===== config.mk =====
export PLATFORM = sky130hd
export DESIGN_NAME = logic_cluster
export DESIGN_NICKNAME = d
export VERILOG_FILES = /design/src/rtl/logic_cluster.sv
export SDC_FILE = /design/constraint.sdc
export NUM_CORES = 1
export LEC_CHECK = 0
export BUFFER_PORTS_ARGS = -buffer_cell sky130_fd_sc_hd__buf_4
export CAP_MARGIN = 20
export CORE_MARGIN = 1.5
export CORE_UTILIZATION = 50
export DETAILED_ROUTE_END_ITERATION = 7
export PLACE_DENSITY_LB_ADDON = 0.25
export SLEW_MARGIN = 30
export SYNTH_ARGS = -nofsm -noshare
export SYNTH_HDL_FRONTEND = slang
export SYNTH_SLANG_ARGS = --single-unit

===== constraint.sdc =====
create_clock -name clk -period 1.6 [get_ports clk]
set_input_delay 0 -clock clk [delete_from_list [all_inputs] [get_ports clk]]
set_output_delay 0 -clock clk [all_outputs]
set_load 0.03 [all_outputs]

===== src/rtl/logic_cluster.sv =====
// logic_cluster: a cluster of NUM_LE logic elements (LUT + output flop with INIT value and
// comb/registered output select) sharing one serial configuration chain. A frame-checking
// load FSM only makes the cluster ACTIVE after exactly one full frame has been shifted in.
// Optional carry logic per LE is enabled by defining the macro LE_CARRY_EN.
module logic_cluster #(
    parameter int unsigned LUT_INPUTS = 4,
    parameter int unsigned NUM_LE     = 4
) (
    input  logic                         clk,
    input  logic                         rst,
    input  logic                         en,
    input  logic                         config_en,
    input  logic                         config_data_in,
    output logic                         config_data_out,
    input  logic [NUM_LE-1:0]            le_en,
    input  logic [NUM_LE*LUT_INPUTS-1:0] select,
    output logic [NUM_LE-1:0]            le_out,
    output logic                         config_done,
    output logic                         config_error
`ifdef LE_CARRY_EN
    ,
    input  logic                         carry_in,
    output logic                         carry_out
`endif
);

    localparam int unsigned LUT_SIZE  = 2 ** LUT_INPUTS;
    localparam int unsigned MODE_POS  = LUT_SIZE;
    localparam int unsigned INIT_POS  = LUT_SIZE + 1;
`ifdef LE_CARRY_EN
    localparam int unsigned CARRY_POS = LUT_SIZE + 2;
    localparam int unsigned LE_BITS   = LUT_SIZE + 3;
`else
    localparam int unsigned LE_BITS   = LUT_SIZE + 2;
`endif
    localparam int unsigned FRAME_BITS = NUM_LE * LE_BITS;
    localparam int unsigned CNT_W      = $clog2(FRAME_BITS + 2);

    localparam logic [CNT_W-1:0] CNT_FULL = CNT_W'(FRAME_BITS);
    localparam logic [CNT_W-1:0] CNT_SAT  = CNT_W'(FRAME_BITS + 1);
    localparam logic [CNT_W-1:0] CNT_ONE  = CNT_W'(1);

    typedef enum logic [1:0] {
        StUnconf,
        StLoading,
        StActive,
        StError
    } state_e;

    state_e                  state_q, state_d;
    logic [CNT_W-1:0]        cnt_q, cnt_d;
    logic [FRAME_BITS-1:0]   chain_q, chain_d;
    logic [NUM_LE-1:0]       dff_q, dff_d;

    logic                    shift;
    logic                    active;
    logic                    load_done;
    logic [LUT_SIZE-1:0]     lut [NUM_LE];
    logic [NUM_LE-1:0]       mode;
    logic [NUM_LE-1:0]       init;
    logic [NUM_LE-1:0]       mux_out;
    logic [NUM_LE-1:0]       fn_out;

    assign shift           = en & config_en;
    assign active          = (state_q == StActive);
    assign config_done     = active;
    assign config_error    = (state_q == StError);
    assign config_data_out = chain_q[FRAME_BITS-1];

    // Slice the configuration chain into per-LE fields and evaluate each LUT.
    always_comb begin
        mode    = '0;
        init    = '0;
        mux_out = '0;
        for (int unsigned i = 0; i < NUM_LE; i++) begin
            lut[i]     = chain_q[i*LE_BITS +: LUT_SIZE];
            mode[i]    = chain_q[i*LE_BITS + MODE_POS];
            init[i]    = chain_q[i*LE_BITS + INIT_POS];
            mux_out[i] = lut[i][select[i*LUT_INPUTS +: LUT_INPUTS]];
        end
    end

`ifdef LE_CARRY_EN
    // Ripple carry through the LEs; carry-enabled LEs split the LUT into propagate (low half)
    // and generate (high half) tables addressed by the low K-1 select bits.
    always_comb begin
        logic                  c;
        logic                  p;
        logic                  g;
        logic [LUT_INPUTS-2:0] lo_idx;
        fn_out = '0;
        c      = carry_in;
        p      = 1'b0;
        g      = 1'b0;
        lo_idx = '0;
        for (int unsigned i = 0; i < NUM_LE; i++) begin
            lo_idx = select[i*LUT_INPUTS +: (LUT_INPUTS-1)];
            p      = lut[i][{1'b0, lo_idx}];
            g      = lut[i][{1'b1, lo_idx}];
            if (chain_q[i*LE_BITS + CARRY_POS]) begin
                fn_out[i] = p ^ c;
                c         = p ? c : g;
            end else begin
                fn_out[i] = mux_out[i];
                c         = 1'b0;
            end
        end
        carry_out = active ? c : 1'b0;
    end
`else
    assign fn_out = mux_out;
`endif

    // Load FSM, bit counter and chain shifting; nothing advances while en is low.
    always_comb begin
        state_d = state_q;
        cnt_d   = cnt_q;
        chain_d = chain_q;
        if (shift) begin
            chain_d = {chain_q[FRAME_BITS-2:0], config_data_in};
            if (state_q != StLoading) begin
                state_d = StLoading;
                cnt_d   = CNT_ONE;
            end else if (cnt_q != CNT_SAT) begin
                cnt_d = cnt_q + CNT_ONE;
            end
        end else if (en && (state_q == StLoading)) begin
            state_d = (cnt_q == CNT_FULL) ? StActive : StError;
        end
    end

    assign load_done = (state_q == StLoading) && (state_d == StActive);

    // User flops: INIT on load completion, capture LE function when enabled in ACTIVE.
    always_comb begin
        dff_d = dff_q;
        for (int unsigned i = 0; i < NUM_LE; i++) begin
            if (load_done) begin
                dff_d[i] = init[i];
            end else if (active && en && le_en[i]) begin
                dff_d[i] = fn_out[i];
            end
        end
    end

    // Output select; outputs are forced low outside ACTIVE.
    always_comb begin
        le_out = '0;
        for (int unsigned i = 0; i < NUM_LE; i++) begin
            le_out[i] = active & (mode[i] ? dff_q[i] : fn_out[i]);
        end
    end

    // State register with synchronous active-high reset.
    always_ff @(posedge clk) begin
        if (rst) begin
            state_q <= StUnconf;
            cnt_q   <= '0;
            chain_q <= '0;
            dff_q   <= '0;
        end else begin
            state_q <= state_d;
            cnt_q   <= cnt_d;
            chain_q <= chain_d;
            dff_q   <= dff_d;
        end
    end

endmodule


Yosys cells after proc, flatten, opt, wreduce, memory -nomap -nowiden
Cells that the tools add are included.

ROM bits: 0. Word-level logic and storage cells: 63. Latch bits: 0. Register bits: 85. Bits in writable memories: 0. Input port bits: 25. Memories kept: 0. Output and inout bits: 7.

$mul: 0. Shift operators: 0. $lt $le $gt $ge: 4. Reduce and logical (&&, ||, !) cells: 13. Add/sub/neg operators: 1. Equality and inequality tests: 7. Mux-type cells: 26. Bitwise gates (word level): 5. Divide/modulo/power cells: 0.

Operators by type and width (count): 4-bit by 5-bit less-than comparator with 1-bit output, second input constant (4); 1-bit two-way mux (17); 1-bit binary-select mux with 4-bit select (4); 7-bit two-way mux (2); 2-bit nonzero test (5); 7-bit by 1-bit adder with 7-bit output, second input constant (1); 7-bit == test, second input constant (1); 1-bit logical AND (7); 7-bit != test, second input constant (1); 2-bit == test, second input constant (3); 2-bit two-way mux (3); 1-bit AND (5); 2-bit by 1-bit == test with 1-bit output, second input constant (1); 2-bit by 1-bit != test with 1-bit output, second input constant (1); 2-bit AND reduction (1).

Longest topological paths before layout
Gate-level depths: netlist of the first run.

Depth in word-level cells: 7. Mapped depth: 7. Gate-level depth less buffers: 6.

Least setup slack after synthesis of the first run
OpenSTA, ideal clock, no wires.

Kind: register to output. Start point: reg chain_q[9]. End point: out le_out[0]. Arrival time: 1.630 ns. Cell stages (with the launch flop): 5. Data required time: 1.600 ns. Setup slack: -0.030 ns. Cell sequence: dfxtp_1 -> mux4_1 -> mux2i_1 -> mux2_4 -> o31ai_1.

Cells in the longest elaborated chain, start to end: 4.

RTL lines: start, declared (RTL line 52) `logic [FRAME_BITS-1:0] chain_q, chain_d;`; start signal, assigned (RTL line 164) `chain_q <= chain_d;`; 1-bit binary-select mux with 4-bit select (RTL line 79) `mux_out[i] = lut[i][select[i*LUT_INPUTS +: LUT_INPUTS]];`; 1-bit two-way mux (not written as such) (RTL line 79); 1-bit two-way mux (RTL line 150) `le_out[i] = active & (mode[i] ? dff_q[i] : fn_out[i]);`; 1-bit AND (RTL line 150); end, declared (RTL line 17) `output logic [NUM_LE-1:0] le_out,`.

Every way passes these cells. The select of a mux whose other input is x is not followed.

Final worst setup path of the first run
Start point: reg chain_q[49]. End point: out le_out[2].

Same word-level chain as after synthesis.

==> run_summary.xml, run 1 <==
<?xml version="1.0" encoding="UTF-8"?>
<metrics>
  <group name="run_status">
    <metric name="outcome" unit="">finished, violations left</metric>
    <metric name="violations" unit="">setup timing</metric>
  </group>
  <group name="synth">
    <metric name="synthesized_nets" unit="">457</metric>
    <metric name="synth.ff_latch_count" unit="">85</metric>
    <metric name="ys_warn_count" unit="">0</metric>
    <metric name="post_synth_inst_count" unit="">429</metric>
    <metric name="yosysSeqAreaShare" unit="">0.453</metric>
    <metric name="synthMostInstantiatedCell" unit="">sky130_fd_sc_hd__nand2_1</metric>
    <metric name="synth_enable_flop_cells" unit="">0</metric>
    <metric name="synth_top_area_share" unit="">0.453</metric>
    <metric name="synth.top_cells.by_area" unit="">sky130_fd_sc_hd__dfxtp_1 (45%), sky130_fd_sc_hd__nand2_1 (15%), sky130_fd_sc_hd__mux4_1 (10%)</metric>
    <metric name="synth_largest_area_cell" unit="">sky130_fd_sc_hd__dfxtp_1</metric>
    <metric name="asr_flop_ratio_synth" unit="">0</metric>
    <metric name="yosys_cell_types" unit="">37</metric>
    <metric name="netlist_top_cells_count" unit="">sky130_fd_sc_hd__nand2_1 (149), sky130_fd_sc_hd__dfxtp_1 (85), sky130_fd_sc_hd__a21oi_1 (76), sky130_fd_sc_hd__clkbuf_1 (16), sky130_fd_sc_hd__mux4_1 (15)</metric>
    <metric name="synth_flop_cell" unit="">sky130_fd_sc_hd__dfxtp_1</metric>
    <metric name="avgSynthCellArea" unit="um2">8.76</metric>
    <metric name="syn_area" unit="um2">3760</metric>
  </group>
  <group name="global_route">
    <metric name="total_congestion_overflow_after_global_routing" unit="">0</metric>
    <metric name="grtUsageMet1" unit="">0.263</metric>
    <metric name="grt_max_degree" unit="">45</metric>
    <metric name="grt_use_met3" unit="">0.0431</metric>
    <metric name="groute.layer.met2.usage" unit="">0.353</metric>
    <metric name="grt_pass1_vias" unit="">2992</metric>
    <metric name="grt_first_pass_wirelength" unit="mm">13.7</metric>
    <metric name="track_usage" unit="">0.206</metric>
    <metric name="highest_utilization_routing_layer_at_the_global_route_stage" unit="">met2</metric>
    <metric name="antenna_found_initial" unit="">0</metric>
  </group>
  <group name="timing">
    <metric name="slew_headroom" unit="">0.698</metric>
    <metric name="finalHoldViolCount" unit="">0</metric>
    <metric name="worst_slack" unit="ns">-0.163</metric>
    <metric name="grt_setup_unrepaired" unit="">yes</metric>
    <metric name="report.final.slew_viol_count" unit="">0</metric>
    <metric name="max_freq" unit="GHz">0.567</metric>
    <metric name="final_period_demand_of_the_worst_path" unit="ns">1.76</metric>
    <metric name="worst-slew-pin-transition" unit="ns">0.453</metric>
    <metric name="setup-violations-final" unit="">4</metric>
    <metric name="min_period_over_period" unit="">1.10</metric>
    <metric name="final.setup_skew" unit="ns">0.00646</metric>
  </group>
  <group name="setup_path">
    <metric name="worst_r2r_endpoint" unit="">dff_q[0]$_SDFFE_PP0P_</metric>
    <metric name="worstSetupStartpointType" unit="">flip-flop</metric>
    <metric name="r2r_slack" unit="ns">0.05</metric>
    <metric name="end_kind" unit="">output port</metric>
    <metric name="r2r-start" unit="">chain_q[13]$_SDFFE_PP0N_</metric>
    <metric name="path_class" unit="">reg2out</metric>
    <metric name="critical_path_peak_fanout" unit="">3</metric>
    <metric name="worstPathArrival" unit="ns">1.76</metric>
    <metric name="worst-r2r-cell-count" unit="">6</metric>
    <metric name="required" unit="ns">1.60</metric>
  </group>
  <group name="final_layout">
    <metric name="area.growth.synth_to_final" unit="%">19.3</metric>
    <metric name="layout.cells.non_filler" unit="">579</metric>
    <metric name="antenna_cells_inserted" unit="">0</metric>
    <metric name="share_of_layout_cells_above_drive_strength_1" unit="">0.273</metric>
    <metric name="fin_nets" unit="">503</metric>
  </group>
  <group name="cts">
    <metric name="cts.sink_count" unit="">85</metric>
    <metric name="cts_inserted_buffers" unit="">9</metric>
    <metric name="cts-root-to-sink-buffers" unit="">2</metric>
    <metric name="clk_pin_slew_worst_paths" unit="ns">0.08</metric>
    <metric name="worstSkewPairLatency" unit="ns">0.35</metric>
    <metric name="htree_num_levels" unit="">3</metric>
    <metric name="cts_root_buffer" unit="">sky130_fd_sc_hd__clkbuf_8</metric>
    <metric name="cts_tree" unit="">built</metric>
  </group>
  <group name="drt">
    <metric name="detail-route-antenna-nets" unit="">0</metric>
    <metric name="detailroute.via_count" unit="">3156</metric>
    <metric name="drt-initial-drc-count" unit="">166</metric>
    <metric name="mean_routed_wirelength_per_cell" unit="um">13.8</metric>
    <metric name="post-route-drc-count" unit="">0</metric>
    <metric name="dr.pass1.iters" unit="">4</metric>
    <metric name="totalWireLength" unit="mm">8.01</metric>
    <metric name="avgViaCountPerCell" unit="">5.45</metric>
  </group>
  <group name="pwr">
    <metric name="clock_power_share" unit="">0.370</metric>
    <metric name="switching_power" unit="uW">922</metric>
    <metric name="max-vdd-ir-drop" unit="V">0.000490</metric>
    <metric name="p_int" unit="uW">2890</metric>
    <metric name="p_per_area" unit="nW/um2">849</metric>
    <metric name="comb_power_share" unit="">0.072</metric>
    <metric name="switching_share" unit="">0.242</metric>
    <metric name="leakage_power_figure" unit="uW">0.00157</metric>
    <metric name="power_frac_seq" unit="">0.558</metric>
  </group>
  <group name="min_path">
    <metric name="holdCritPathClass" unit="">in2reg</metric>
    <metric name="hp-start" unit="">en</metric>
    <metric name="timing.hold.worst_endpoint" unit="">state_q[1]$_SDFF_PP0_</metric>
    <metric name="number_of_cells_on_the_worst_hold_path" unit="">3</metric>
  </group>
  <group name="die">
    <metric name="dieArea" unit="um2">8050</metric>
    <metric name="die-width" unit="um">89.7</metric>
    <metric name="core.rowCount" unit="">31</metric>
    <metric name="start_util" unit="">0.518</metric>
    <metric name="io-pin-count" unit="">32</metric>
    <metric name="die_y" unit="um">89.7</metric>
    <metric name="design.core.area" unit="um2">7250</metric>
  </group>
  <group name="place">
    <metric name="gp_congestion" unit="">0.715</metric>
    <metric name="placed_cells" unit="">544</metric>
    <metric name="buffer_ports.inserted" unit="">31</metric>
    <metric name="post-place-ws" unit="ns">0.0587</metric>
    <metric name="dpl.hpwl" unit="mm">5.30</metric>
  </group>
  <group name="run">
    <metric name="timing.max_cap.violations" unit="">0</metric>
  </group>
</metrics>
per-stage QoR:
stage / hold slack, ns / utilization / setup TNS (ns) / power [uW] / instance area (um2)
after floorplan: 0.118 / - / -0.0844 / 2310 / 3770
after global placement: 0.218 / 0.568 / 0 / 2430 / 4120
after detailed placement: 0.226 / 0.568 / 0 / 2430 / 4120
after CTS: 0.0221 / 0.607 / -0.566 / 3840 / 4400
after global routing: 0.0643 / 0.618 / -0.774 / 3970 / 4490
final: 0.0448 / 0.618 / -0.459 / 3810 / 4490
cells in the final DEF (no fill, tap or decap), types with 4 or more instances in the layout:
cell / instances
sky130_fd_sc_hd__clkinvlp_4: 4
sky130_fd_sc_hd__nand2_1: 148
sky130_fd_sc_hd__buf_4: 53
sky130_fd_sc_hd__and2_1: 4
sky130_fd_sc_hd__mux2i_1: 9
sky130_fd_sc_hd__nor2_1: 8
sky130_fd_sc_hd__dfxtp_1: 58
sky130_fd_sc_hd__nand3_1: 8
sky130_fd_sc_hd__mux4_2: 14
sky130_fd_sc_hd__dlygate4sd3_1: 5
sky130_fd_sc_hd__clkbuf_8: 11
sky130_fd_sc_hd__dfxtp_2: 27
sky130_fd_sc_hd__a311oi_2: 4
sky130_fd_sc_hd__a21oi_1: 76
flip-flops by register name, summed over array words and instances (netlist names):
signal   cells
chain_q     72
cnt_q        7
dff_q        4
state_q      2
power groups by stage:
stage | combinational (uW) | clock [uW] | sequential (uW)
global route | 295 | 1550 | 2130
floorplan | 137 | 0 | 2180
detailed placement | 255 | 0 | 2180
CTS | 270 | 1450 | 2130
global placement | 251 | 0 | 2180
finish | 274 | 1410 | 2130
worst max path at each step:
stage,start,endpoint,slack (ns),cells past startpoint
floorplan,chain_q[63]$_SDFFE_PP0N_,le_out[3],-0.03,4
global placement,cnt_q[1]$_SDFFE_PP0P_,dff_q[0]$_SDFFE_PP0P_,0.11,6
detailed placement,state_q[0]$_SDFF_PP0_,dff_q[3]$_SDFFE_PP0P_,0.06,4
CTS,chain_q[49]$_SDFFE_PP0N_,le_out[2],-0.18,5
global route,chain_q[49]$_SDFFE_PP0N_,le_out[2],-0.25,5
finish,chain_q[49]$_SDFFE_PP0N_,le_out[2],-0.16,5
cells by family (layout without fill, tap and decap cells):
kind of cell | count (synthesis) | count (layout) | share of synthesized area
mux | 28 | 28 | 0.147
flops | 85 | 85 | 0.453
compound gates | 93 | 93 | 0.145
xor+xnor | 4 | 4 | 0.00932
buf+inv | 31 | 82 | 0.0336
fa+ha+maj | 3 | 3 | 0.00998
simple gates | 185 | 185 | 0.203
what timing repair did:
| item | in CTS | in global routing |
|---|---|---|
| endpoints found under the setup margin | 4 | 7 |
| pin swaps | 0 | 1 |
| hold buffers | 5 | 0 |
| hold endpoints to repair | 14 | 0 |
| resized for setup | 35 | 12 |
| setup buffers | 8 | 6 |
layer usage:
layer	routed length [um]	vias to the layer above	share of wire
li1	-	1557	-
met3	291	8	0.036
met2	4000	60	0.50
met1	3640	1531	0.45
met5	0	-	0
met4	87	0	0.011
worst max-delay path, cell delays in order (launching register included):
cell and delay (ns):
sky130_fd_sc_hd__dfxtp_2 0.33, sky130_fd_sc_hd__mux4_2 0.48, sky130_fd_sc_hd__a22oi_2 0.19, sky130_fd_sc_hd__a31oi_1 0.10, sky130_fd_sc_hd__o21a_1 0.18, sky130_fd_sc_hd__buf_6 0.13
layout make-up:
type                            instances  area, um2
Fill cell                             646       2770
Multi-Input combinational cell        313       1920
Sequential cell                        85       1740
Timing Repair Buffer                   62        502
Clock buffer                           12        155
Tap cell                               99        124
Clock inverter                          4       31.3
Inverter                                4       18.8
(Power assumes the default switching activity.)
==> inputs of run 2 (changes only) <==
--- a/config.mk
+++ b/config.mk
@@ -5,6 +5,7 @@
 export SDC_FILE = /design/constraint.sdc
 export NUM_CORES = 1
 export LEC_CHECK = 0
+export ABC_AREA = 1
 export BUFFER_PORTS_ARGS = -buffer_cell sky130_fd_sc_hd__buf_4
 export CAP_MARGIN = 20
 export CORE_MARGIN = 1.5
==> constraint.sdc (replaced) <==
create_clock -name clk -period 1.6 [get_ports clk]
set_input_delay 0 -clock clk [delete_from_list [all_inputs] [get_ports clk]]
set_output_delay 0 -clock clk [all_outputs]
set_load 0.05 [all_outputs]
==> run 2 against run 1 <==
Against the previous run: the run now ends clean; critical path depth up 4; non-clock buffer count down 19; sequential share of layout area down 1.3 points; clock skew up 0.0040 ns; first-iteration DRC count up 16%; routed wire length down 0.61%; worst hold slack worse by 0.033 ns; synthesized cell count up 35%; clock-buffer cell count down 3; core utilization down 2.7 points.
==> run_summary.xml, run 2 <==
<?xml version="1.0" encoding="UTF-8"?>
<metrics>
  <group name="setup_path">
    <metric name="cp_slowest_cell" unit="">sky130_fd_sc_hd__dfxtp_1</metric>
    <metric name="worstSetupStartpointType" unit="">flip-flop</metric>
    <metric name="critical_path_peak_fanout" unit="">2</metric>
    <metric name="crit_path_cell_trace" unit="">inv_1, nand2_1, nand3_1, nand3_1, nand3_1, nand2_2, o21ai_2, inv_1, buf_6</metric>
    <metric name="crit_path_max_incr_delay" unit="ns">0.32</metric>
    <metric name="crit_top_cell" unit="">sky130_fd_sc_hd__nand3_1</metric>
    <metric name="path_delay_family" unit="">simple AND/OR/NAND/NOR gates</metric>
    <metric name="crit_buf_inv" unit="">3</metric>
    <metric name="path_class" unit="">reg2out</metric>
    <metric name="end_kind" unit="">output port</metric>
    <metric name="r2r_slack" unit="ns">0.22</metric>
    <metric name="worstPathArrival" unit="ns">1.49</metric>
    <metric name="required" unit="ns">1.60</metric>
  </group>
  <group name="cts">
    <metric name="cts-root-to-sink-buffers" unit="">2</metric>
    <metric name="cts_tree" unit="">built</metric>
    <metric name="cts_root_buffer" unit="">sky130_fd_sc_hd__clkbuf_8</metric>
    <metric name="cts.sink_count" unit="">85</metric>
    <metric name="worstSkewPairLatency" unit="ns">0.35</metric>
    <metric name="htree_num_levels" unit="">3</metric>
    <metric name="cts.repair_timing.setup_buffer_count" unit="">0</metric>
    <metric name="cts_inserted_buffers" unit="">9</metric>
    <metric name="clk_pin_slew_worst_paths" unit="ns">0.09</metric>
  </group>
  <group name="timing">
    <metric name="grt_setup_unrepaired" unit="">yes</metric>
    <metric name="worst-slew-pin-transition" unit="ns">0.425</metric>
    <metric name="min_period_over_period" unit="">0.931</metric>
    <metric name="max_freq" unit="GHz">0.672</metric>
    <metric name="setup-violations-final" unit="">0</metric>
    <metric name="report.final.slew_viol_count" unit="">0</metric>
    <metric name="final_period_demand_of_the_worst_path" unit="ns">1.49</metric>
    <metric name="finalHoldViolCount" unit="">0</metric>
    <metric name="final.setup_skew" unit="ns">0.0105</metric>
    <metric name="setup_total_negative_slack" unit="ns">0</metric>
    <metric name="slew_headroom" unit="">0.717</metric>
  </group>
  <group name="global_route">
    <metric name="total_congestion_overflow_after_global_routing" unit="">0</metric>
    <metric name="grt_pass1_vias" unit="">3318</metric>
    <metric name="antenna_found_initial" unit="">0</metric>
    <metric name="track_usage" unit="">0.204</metric>
    <metric name="grt_first_pass_wirelength" unit="mm">14.1</metric>
    <metric name="grt_max_degree" unit="">88</metric>
  </group>
  <group name="run_status">
    <metric name="outcome" unit="">complete, no violations</metric>
  </group>
  <group name="synth">
    <metric name="synth.ff_latch_count" unit="">85</metric>
    <metric name="synthMostInstantiatedCell" unit="">sky130_fd_sc_hd__inv_1</metric>
    <metric name="avgSynthCellArea" unit="um2">6.83</metric>
    <metric name="netlist_top_cells_count" unit="">sky130_fd_sc_hd__inv_1 (104), sky130_fd_sc_hd__nand2_1 (96), sky130_fd_sc_hd__o21ai_0 (91), sky130_fd_sc_hd__dfxtp_1 (85), sky130_fd_sc_hd__a21oi_1 (81)</metric>
    <metric name="synth_flop_cell" unit="">sky130_fd_sc_hd__dfxtp_1</metric>
    <metric name="yosys_cell_types" unit="">25</metric>
    <metric name="ys_warn_count" unit="">0</metric>
    <metric name="asr_flop_ratio_synth" unit="">0</metric>
    <metric name="synth_top_area_share" unit="">0.431</metric>
    <metric name="synthesized_nets" unit="">606</metric>
    <metric name="synth.top_cells.by_area" unit="">sky130_fd_sc_hd__dfxtp_1 (43%), sky130_fd_sc_hd__o21ai_0 (12%), sky130_fd_sc_hd__a21oi_1 (10%)</metric>
    <metric name="post_synth_inst_count" unit="">578</metric>
    <metric name="yosysSeqAreaShare" unit="">0.431</metric>
    <metric name="syn_area" unit="um2">3950</metric>
    <metric name="synth_largest_area_cell" unit="">sky130_fd_sc_hd__dfxtp_1</metric>
    <metric name="synth_enable_flop_cells" unit="">0</metric>
  </group>
  <group name="pwr">
    <metric name="switching_share" unit="">0.266</metric>
    <metric name="switching_power" unit="uW">1210</metric>
    <metric name="comb_power_share" unit="">0.125</metric>
    <metric name="p_int" unit="uW">3340</metric>
    <metric name="leakage_power_figure" unit="uW">0.00200</metric>
    <metric name="p_per_area" unit="nW/um2">1000</metric>
    <metric name="clock_power_share" unit="">0.370</metric>
    <metric name="max-vdd-ir-drop" unit="V">0.000471</metric>
    <metric name="power_frac_seq" unit="">0.505</metric>
  </group>
  <group name="die">
    <metric name="core.rowCount" unit="">32</metric>
    <metric name="start_util" unit="">0.513</metric>
    <metric name="io-pin-count" unit="">32</metric>
    <metric name="dieArea" unit="um2">8430</metric>
    <metric name="die_y" unit="um">91.8</metric>
    <metric name="die-width" unit="um">91.8</metric>
    <metric name="design.core.area" unit="um2">7690</metric>
  </group>
  <group name="final_layout">
    <metric name="fin_nets" unit="">632</metric>
    <metric name="layout_commonest_cell" unit="">sky130_fd_sc_hd__inv_1</metric>
    <metric name="area.growth.synth_to_final" unit="%">15.3</metric>
    <metric name="largest_register_ffs" unit="">72</metric>
    <metric name="antenna_cells_inserted" unit="">0</metric>
    <metric name="finalInstanceArea" unit="um2">4550</metric>
    <metric name="mostFrequentLayoutCells" unit="">sky130_fd_sc_hd__inv_1 (104), sky130_fd_sc_hd__nand2_1 (94), sky130_fd_sc_hd__dfxtp_1 (85), sky130_fd_sc_hd__o21ai_0 (82), sky130_fd_sc_hd__a21oi_1 (81)</metric>
    <metric name="n_fill_cell" unit="">769</metric>
    <metric name="max_flop_register" unit="">chain_q</metric>
    <metric name="fin_util" unit="">0.592</metric>
    <metric name="biggestRegsByFlops" unit="">chain_q x72, cnt_q x7, dff_q x4</metric>
    <metric name="share_of_layout_cells_above_drive_strength_1" unit="">0.115</metric>
  </group>
  <group name="drt">
    <metric name="mean_routed_wirelength_per_cell" unit="um">11.2</metric>
    <metric name="met2WireLength" unit="mm">3.60</metric>
    <metric name="post-route-drc-count" unit="">0</metric>
    <metric name="avgViaCountPerCell" unit="">4.97</metric>
    <metric name="drt-initial-drc-count" unit="">192</metric>
    <metric name="routed.top_layer" unit="">met4</metric>
    <metric name="wl_met1" unit="mm">3.97</metric>
    <metric name="dr.pass1.iters" unit="">4</metric>
    <metric name="detail-route-antenna-nets" unit="">0</metric>
    <metric name="detailroute.via_count" unit="">3537</metric>
    <metric name="detailroute.wirelength.met3" unit="um">275</metric>
    <metric name="totalWireLength" unit="mm">7.97</metric>
  </group>
  <group name="place">
    <metric name="gp_congestion" unit="">0.938</metric>
    <metric name="buffer_ports.inserted" unit="">31</metric>
    <metric name="placedInstanceArea" unit="um2">4260</metric>
    <metric name="dpl.hpwl" unit="mm">5.43</metric>
  </group>
  <group name="min_path">
    <metric name="holdCritPathClass" unit="">in2reg</metric>
  </group>
  <group name="run">
    <metric name="timing.max_cap.violations" unit="">0</metric>
  </group>
</metrics>
run 2: logic make-up after synthesis:
logic type,share of synthesized area
flip-flops,0.431
AND/OR/NAND/NOR,0.191
adder cells (fa/ha/maj),0.00952
buffers and inverters,0.133
AO/OA/AOI/OAI,0.235
run 2: worst min-delay path: stages:
cell                      delay, ns
sky130_fd_sc_hd__buf_4         0.11
sky130_fd_sc_hd__nand2_1       0.05
sky130_fd_sc_hd__inv_1         0.04
sky130_fd_sc_hd__nand2_1       0.06
sky130_fd_sc_hd__a21oi_1       0.05
run 2: worst paths after layout:
path / end / start / depth (start not counted)
setup / recovery: le_out[0] / chain_q[1]$_SDFFE_PP0N_ / 9
hold / removal: dff_q[0]$_SDFFE_PP0P_ / le_en[0] / 5
setup reg to reg: cnt_q[3]$_SDFFE_PP0P_ / cnt_q[1]$_SDFFE_PP0P_ / 8
hold reg to reg: chain_q[5]$_SDFFE_PP0N_ / chain_q[5]$_SDFFE_PP0N_ / 2
run 2: power groups by stage:
stage	sequential, uW	clock, uW	combinational [uW]
floorplan	2340	0	395
global placement	2340	0	546
detailed placement	2350	0	556
CTS	2300	1720	567
global route	2320	1800	658
finish	2300	1690	570
run 2: metrics by stage:
stage,setup WS [ns],power (uW),std cells,hold WS (ns)
floorplan,0.329,2730,578,0.0691
detailed placement,0.230,2900,691,0.239
global route,-0.0276,4770,711,0.0422
CTS,0.00772,4580,711,0.00201
finish,0.111,4560,711,0.0122
global placement,0.315,2890,691,0.239
run 2: layout make-up:
type / instances / area [um2] / area share
multi-input combinational: 358 / 1740 / 0.382
sequential: 85 / 1700 / 0.374
clock inverter: 7 / 98.8 / 0.0217
timing repair buffer: 43 / 357 / 0.0784
inverter: 107 / 402 / 0.0883
clock buffer: 9 / 124 / 0.0272
tap: 102 / 128 / 0.0281
run 2: per-layer routing:
| layer | vias up | global-route usage |
|---|---|---|
| met2 | 43 | 0.353 |
| met3 | 11 | 0.0340 |
| met4 | 0 | 0.0769 |
| met5 | - | 0 |
| met1 | 1570 | 0.254 |
| li1 | 1913 | - |
run 2: timing repair:
action | CTS | global route
endpoints found under the setup margin | 0 | 4
hold endpoints to repair | 8 | 0
gates resized for setup | 0 | 15
hold buffers | 4 | 0
==> inputs of run 3 (changes only) <==
==> constraint.sdc (replaced) <==
create_clock -name clk -period 1.53 [get_ports clk]
set_input_delay 0 -clock clk [delete_from_list [all_inputs] [get_ports clk]]
set_output_delay 0 -clock clk [all_outputs]
set_load 0.05 [all_outputs]
==> run 3 against run 2 <==
Against the previous run: largest cell class unchanged; sequential share of layout area decreased by 0.13 points; combinational power increased by 10%; via count increased by 2.2%; cell area increased by 1.9%; global-route usage decreased by 0.15 points; critical path depth unchanged; power increased by 1.7%; sequential power increased by 5%; routed wire length increased by 2.1%; clock power decreased by 6%; die area unchanged; worst hold slack improved by 0.0076 ns.
==> run_summary.xml, run 3 (synthesized netlist as in run 2, its figures left out) <==
<?xml version="1.0" encoding="UTF-8"?>
<metrics>
  <group name="run_status">
    <metric name="outcome" unit="">complete, no violations</metric>
  </group>
  <group name="global_route">
    <metric name="grt_pass1_vias" unit="">3298</metric>
    <metric name="track_usage" unit="">0.202</metric>
    <metric name="grt_max_degree" unit="">84</metric>
    <metric name="total_congestion_overflow_after_global_routing" unit="">0</metric>
    <metric name="antenna_found_initial" unit="">0</metric>
    <metric name="grt_first_pass_wirelength" unit="mm">14.1</metric>
  </group>
  <group name="setup_path">
    <metric name="path_class" unit="">reg2out</metric>
    <metric name="worstSetupStartpointType" unit="">flip-flop</metric>
    <metric name="r2r-start" unit="">cnt_q[1]$_SDFFE_PP0P_</metric>
    <metric name="cp_slowest_cell" unit="">sky130_fd_sc_hd__dfxtp_1</metric>
    <metric name="end_kind" unit="">output port</metric>
    <metric name="required" unit="ns">1.53</metric>
    <metric name="worstPathArrival" unit="ns">1.45</metric>
    <metric name="critical_path_peak_fanout" unit="">3</metric>
    <metric name="r2r_slack" unit="ns">0.17</metric>
    <metric name="crit_path_cell_trace" unit="">nand2_1, o21ai_2, nand2_1, nand3_1, nand3_1, nand2_2, o21ai_2, inv_2, buf_8</metric>
    <metric name="worst_r2r_endpoint" unit="">cnt_q[3]$_SDFFE_PP0P_</metric>
    <metric name="worst-r2r-cell-count" unit="">8</metric>
    <metric name="crit_path_max_incr_delay" unit="ns">0.33</metric>
  </group>
  <group name="cts">
    <metric name="htree_num_levels" unit="">3</metric>
    <metric name="clk_pin_slew_worst_paths" unit="ns">0.08</metric>
    <metric name="cts_root_buffer" unit="">sky130_fd_sc_hd__clkbuf_8</metric>
    <metric name="cts_inserted_buffers" unit="">9</metric>
    <metric name="cts.sink_count" unit="">85</metric>
    <metric name="cts-root-to-sink-buffers" unit="">2</metric>
    <metric name="worstSkewPairLatency" unit="ns">0.35</metric>
    <metric name="cts_tree" unit="">built</metric>
  </group>
  <group name="timing">
    <metric name="setup_total_negative_slack" unit="ns">0</metric>
    <metric name="final_period_demand_of_the_worst_path" unit="ns">1.45</metric>
    <metric name="finalHoldViolCount" unit="">0</metric>
    <metric name="worst-slew-pin-transition" unit="ns">0.314</metric>
    <metric name="report.final.slew_viol_count" unit="">0</metric>
    <metric name="hold_slack" unit="ns">0.0198</metric>
    <metric name="max_freq" unit="GHz">0.688</metric>
    <metric name="min_period_over_period" unit="">0.950</metric>
    <metric name="final.setup_skew" unit="ns">0.00785</metric>
    <metric name="grt_setup_unrepaired" unit="">yes</metric>
    <metric name="setup-violations-final" unit="">0</metric>
    <metric name="slew_headroom" unit="">0.789</metric>
  </group>
  <group name="final_layout">
    <metric name="mostFrequentLayoutCells" unit="">sky130_fd_sc_hd__nand2_1 (91), sky130_fd_sc_hd__inv_1 (81), sky130_fd_sc_hd__a21oi_1 (81), sky130_fd_sc_hd__o21ai_0 (81), sky130_fd_sc_hd__dfxtp_1 (64)</metric>
    <metric name="area.growth.synth_to_final" unit="%">17.5</metric>
    <metric name="fin_util" unit="">0.603</metric>
    <metric name="largest_register_ffs" unit="">72</metric>
    <metric name="share_of_layout_cells_above_drive_strength_1" unit="">0.211</metric>
    <metric name="max_flop_register" unit="">chain_q</metric>
    <metric name="fin_nets" unit="">635</metric>
    <metric name="antenna_cells_inserted" unit="">0</metric>
    <metric name="layout_commonest_cell" unit="">sky130_fd_sc_hd__nand2_1</metric>
    <metric name="layout.cells.non_filler" unit="">714</metric>
    <metric name="biggestRegsByFlops" unit="">chain_q x72, cnt_q x7, dff_q x4</metric>
  </group>
  <group name="pwr">
    <metric name="leakage_power_figure" unit="uW">0.00203</metric>
    <metric name="max-vdd-ir-drop" unit="V">0.000424</metric>
    <metric name="p_per_area" unit="nW/um2">1000</metric>
  </group>
  <group name="die">
    <metric name="dieArea" unit="um2">8430</metric>
    <metric name="design.core.area" unit="um2">7690</metric>
    <metric name="core.rowCount" unit="">32</metric>
    <metric name="die-width" unit="um">91.8</metric>
    <metric name="io-pin-count" unit="">32</metric>
    <metric name="start_util" unit="">0.513</metric>
    <metric name="die_y" unit="um">91.8</metric>
  </group>
  <group name="place">
    <metric name="gp_congestion" unit="">0.916</metric>
    <metric name="dpl.hpwl" unit="mm">5.46</metric>
    <metric name="buffer_ports.inserted" unit="">31</metric>
    <metric name="placed_cells" unit="">690</metric>
  </group>
  <group name="drt">
    <metric name="detail-route-antenna-nets" unit="">0</metric>
    <metric name="dr.pass1.iters" unit="">5</metric>
    <metric name="post-route-drc-count" unit="">0</metric>
    <metric name="detailroute.via_count" unit="">3616</metric>
    <metric name="drt-initial-drc-count" unit="">183</metric>
    <metric name="totalWireLength" unit="mm">8.13</metric>
    <metric name="mean_routed_wirelength_per_cell" unit="um">11.4</metric>
    <metric name="avgViaCountPerCell" unit="">5.06</metric>
  </group>
  <group name="min_path">
    <metric name="number_of_cells_on_the_worst_hold_path" unit="">3</metric>
    <metric name="holdCritPathClass" unit="">in2reg</metric>
    <metric name="timing.hold.worst_endpoint" unit="">state_q[1]$_SDFF_PP0_</metric>
    <metric name="hp-start" unit="">en</metric>
  </group>
  <group name="run">
    <metric name="timing.max_cap.violations" unit="">0</metric>
  </group>
</metrics>
==> run 3: area by class of cell <==
cell class,instances,area [um2]
inverter,107,402
sequential,85,1730
timing repair buffer,46,394
multi-input combinational,358,1780
fill,752,3050
clock buffer,11,141
clock inverter,5,60.1
tap,102,128
==> run 3: timing repair <==
action,4_1_cts,5_1_grt
setup endpoints to repair,2,14
endpoints found under the hold margin,7,0
buffers inserted,0,6
gates resized for setup,3,70
gates cloned,0,0
pin swaps,0,21
hold buffers,2,0
==> run 3: per-layer routing <==
metal  GRT usage  wire (um)
met5           0          0
met4      0.0718         63
met3      0.0340        241
met2       0.345       3910
met1       0.258       3910
==> run 3: worst max path at each step <==
stage                                   startpoint                    end  cells after the start
after floorplan              cnt_q[0]$_SDFFE_PP0P_  cnt_q[3]$_SDFFE_PP0P_                      7
after global placement       cnt_q[0]$_SDFFE_PP0P_  cnt_q[3]$_SDFFE_PP0P_                      7
after detailed placement     cnt_q[0]$_SDFFE_PP0P_  cnt_q[3]$_SDFFE_PP0P_                      7
after CTS                  chain_q[0]$_SDFFE_PP0N_              le_out[0]                      9
after global routing      chain_q[22]$_SDFFE_PP0N_              le_out[1]                      9
final                      chain_q[7]$_SDFFE_PP0N_              le_out[0]                      9
==> run 3: metrics by stage <==
stage | instance area [um2] | worst slack (ns) | total power (uW)
after floorplan | 3950 | 0.259 | 2860
after global placement | 4270 | 0.187 | 3020
after detailed placement | 4270 | 0.124 | 3040
after CTS | 4490 | 0.00542 | 4630
after global routing | 4630 | -0.0638 | 4880
final | 4630 | 0.0765 | 4640
==> run 3: worst max-delay path: cells and delay by family, from the launching register on <==
family	cells	cell delay, ns
AND/OR/NAND/NOR	5	0.38
flip-flops	1	0.33
buffers and inverters	2	0.20
AO/OA/AOI/OAI	2	0.19
==> run 3: power breakdown <==
group	total (uW)	switching, uW	internal, uW
clock network	1590	785	803
logic	629	383	246
registers	2420	70.5	2350
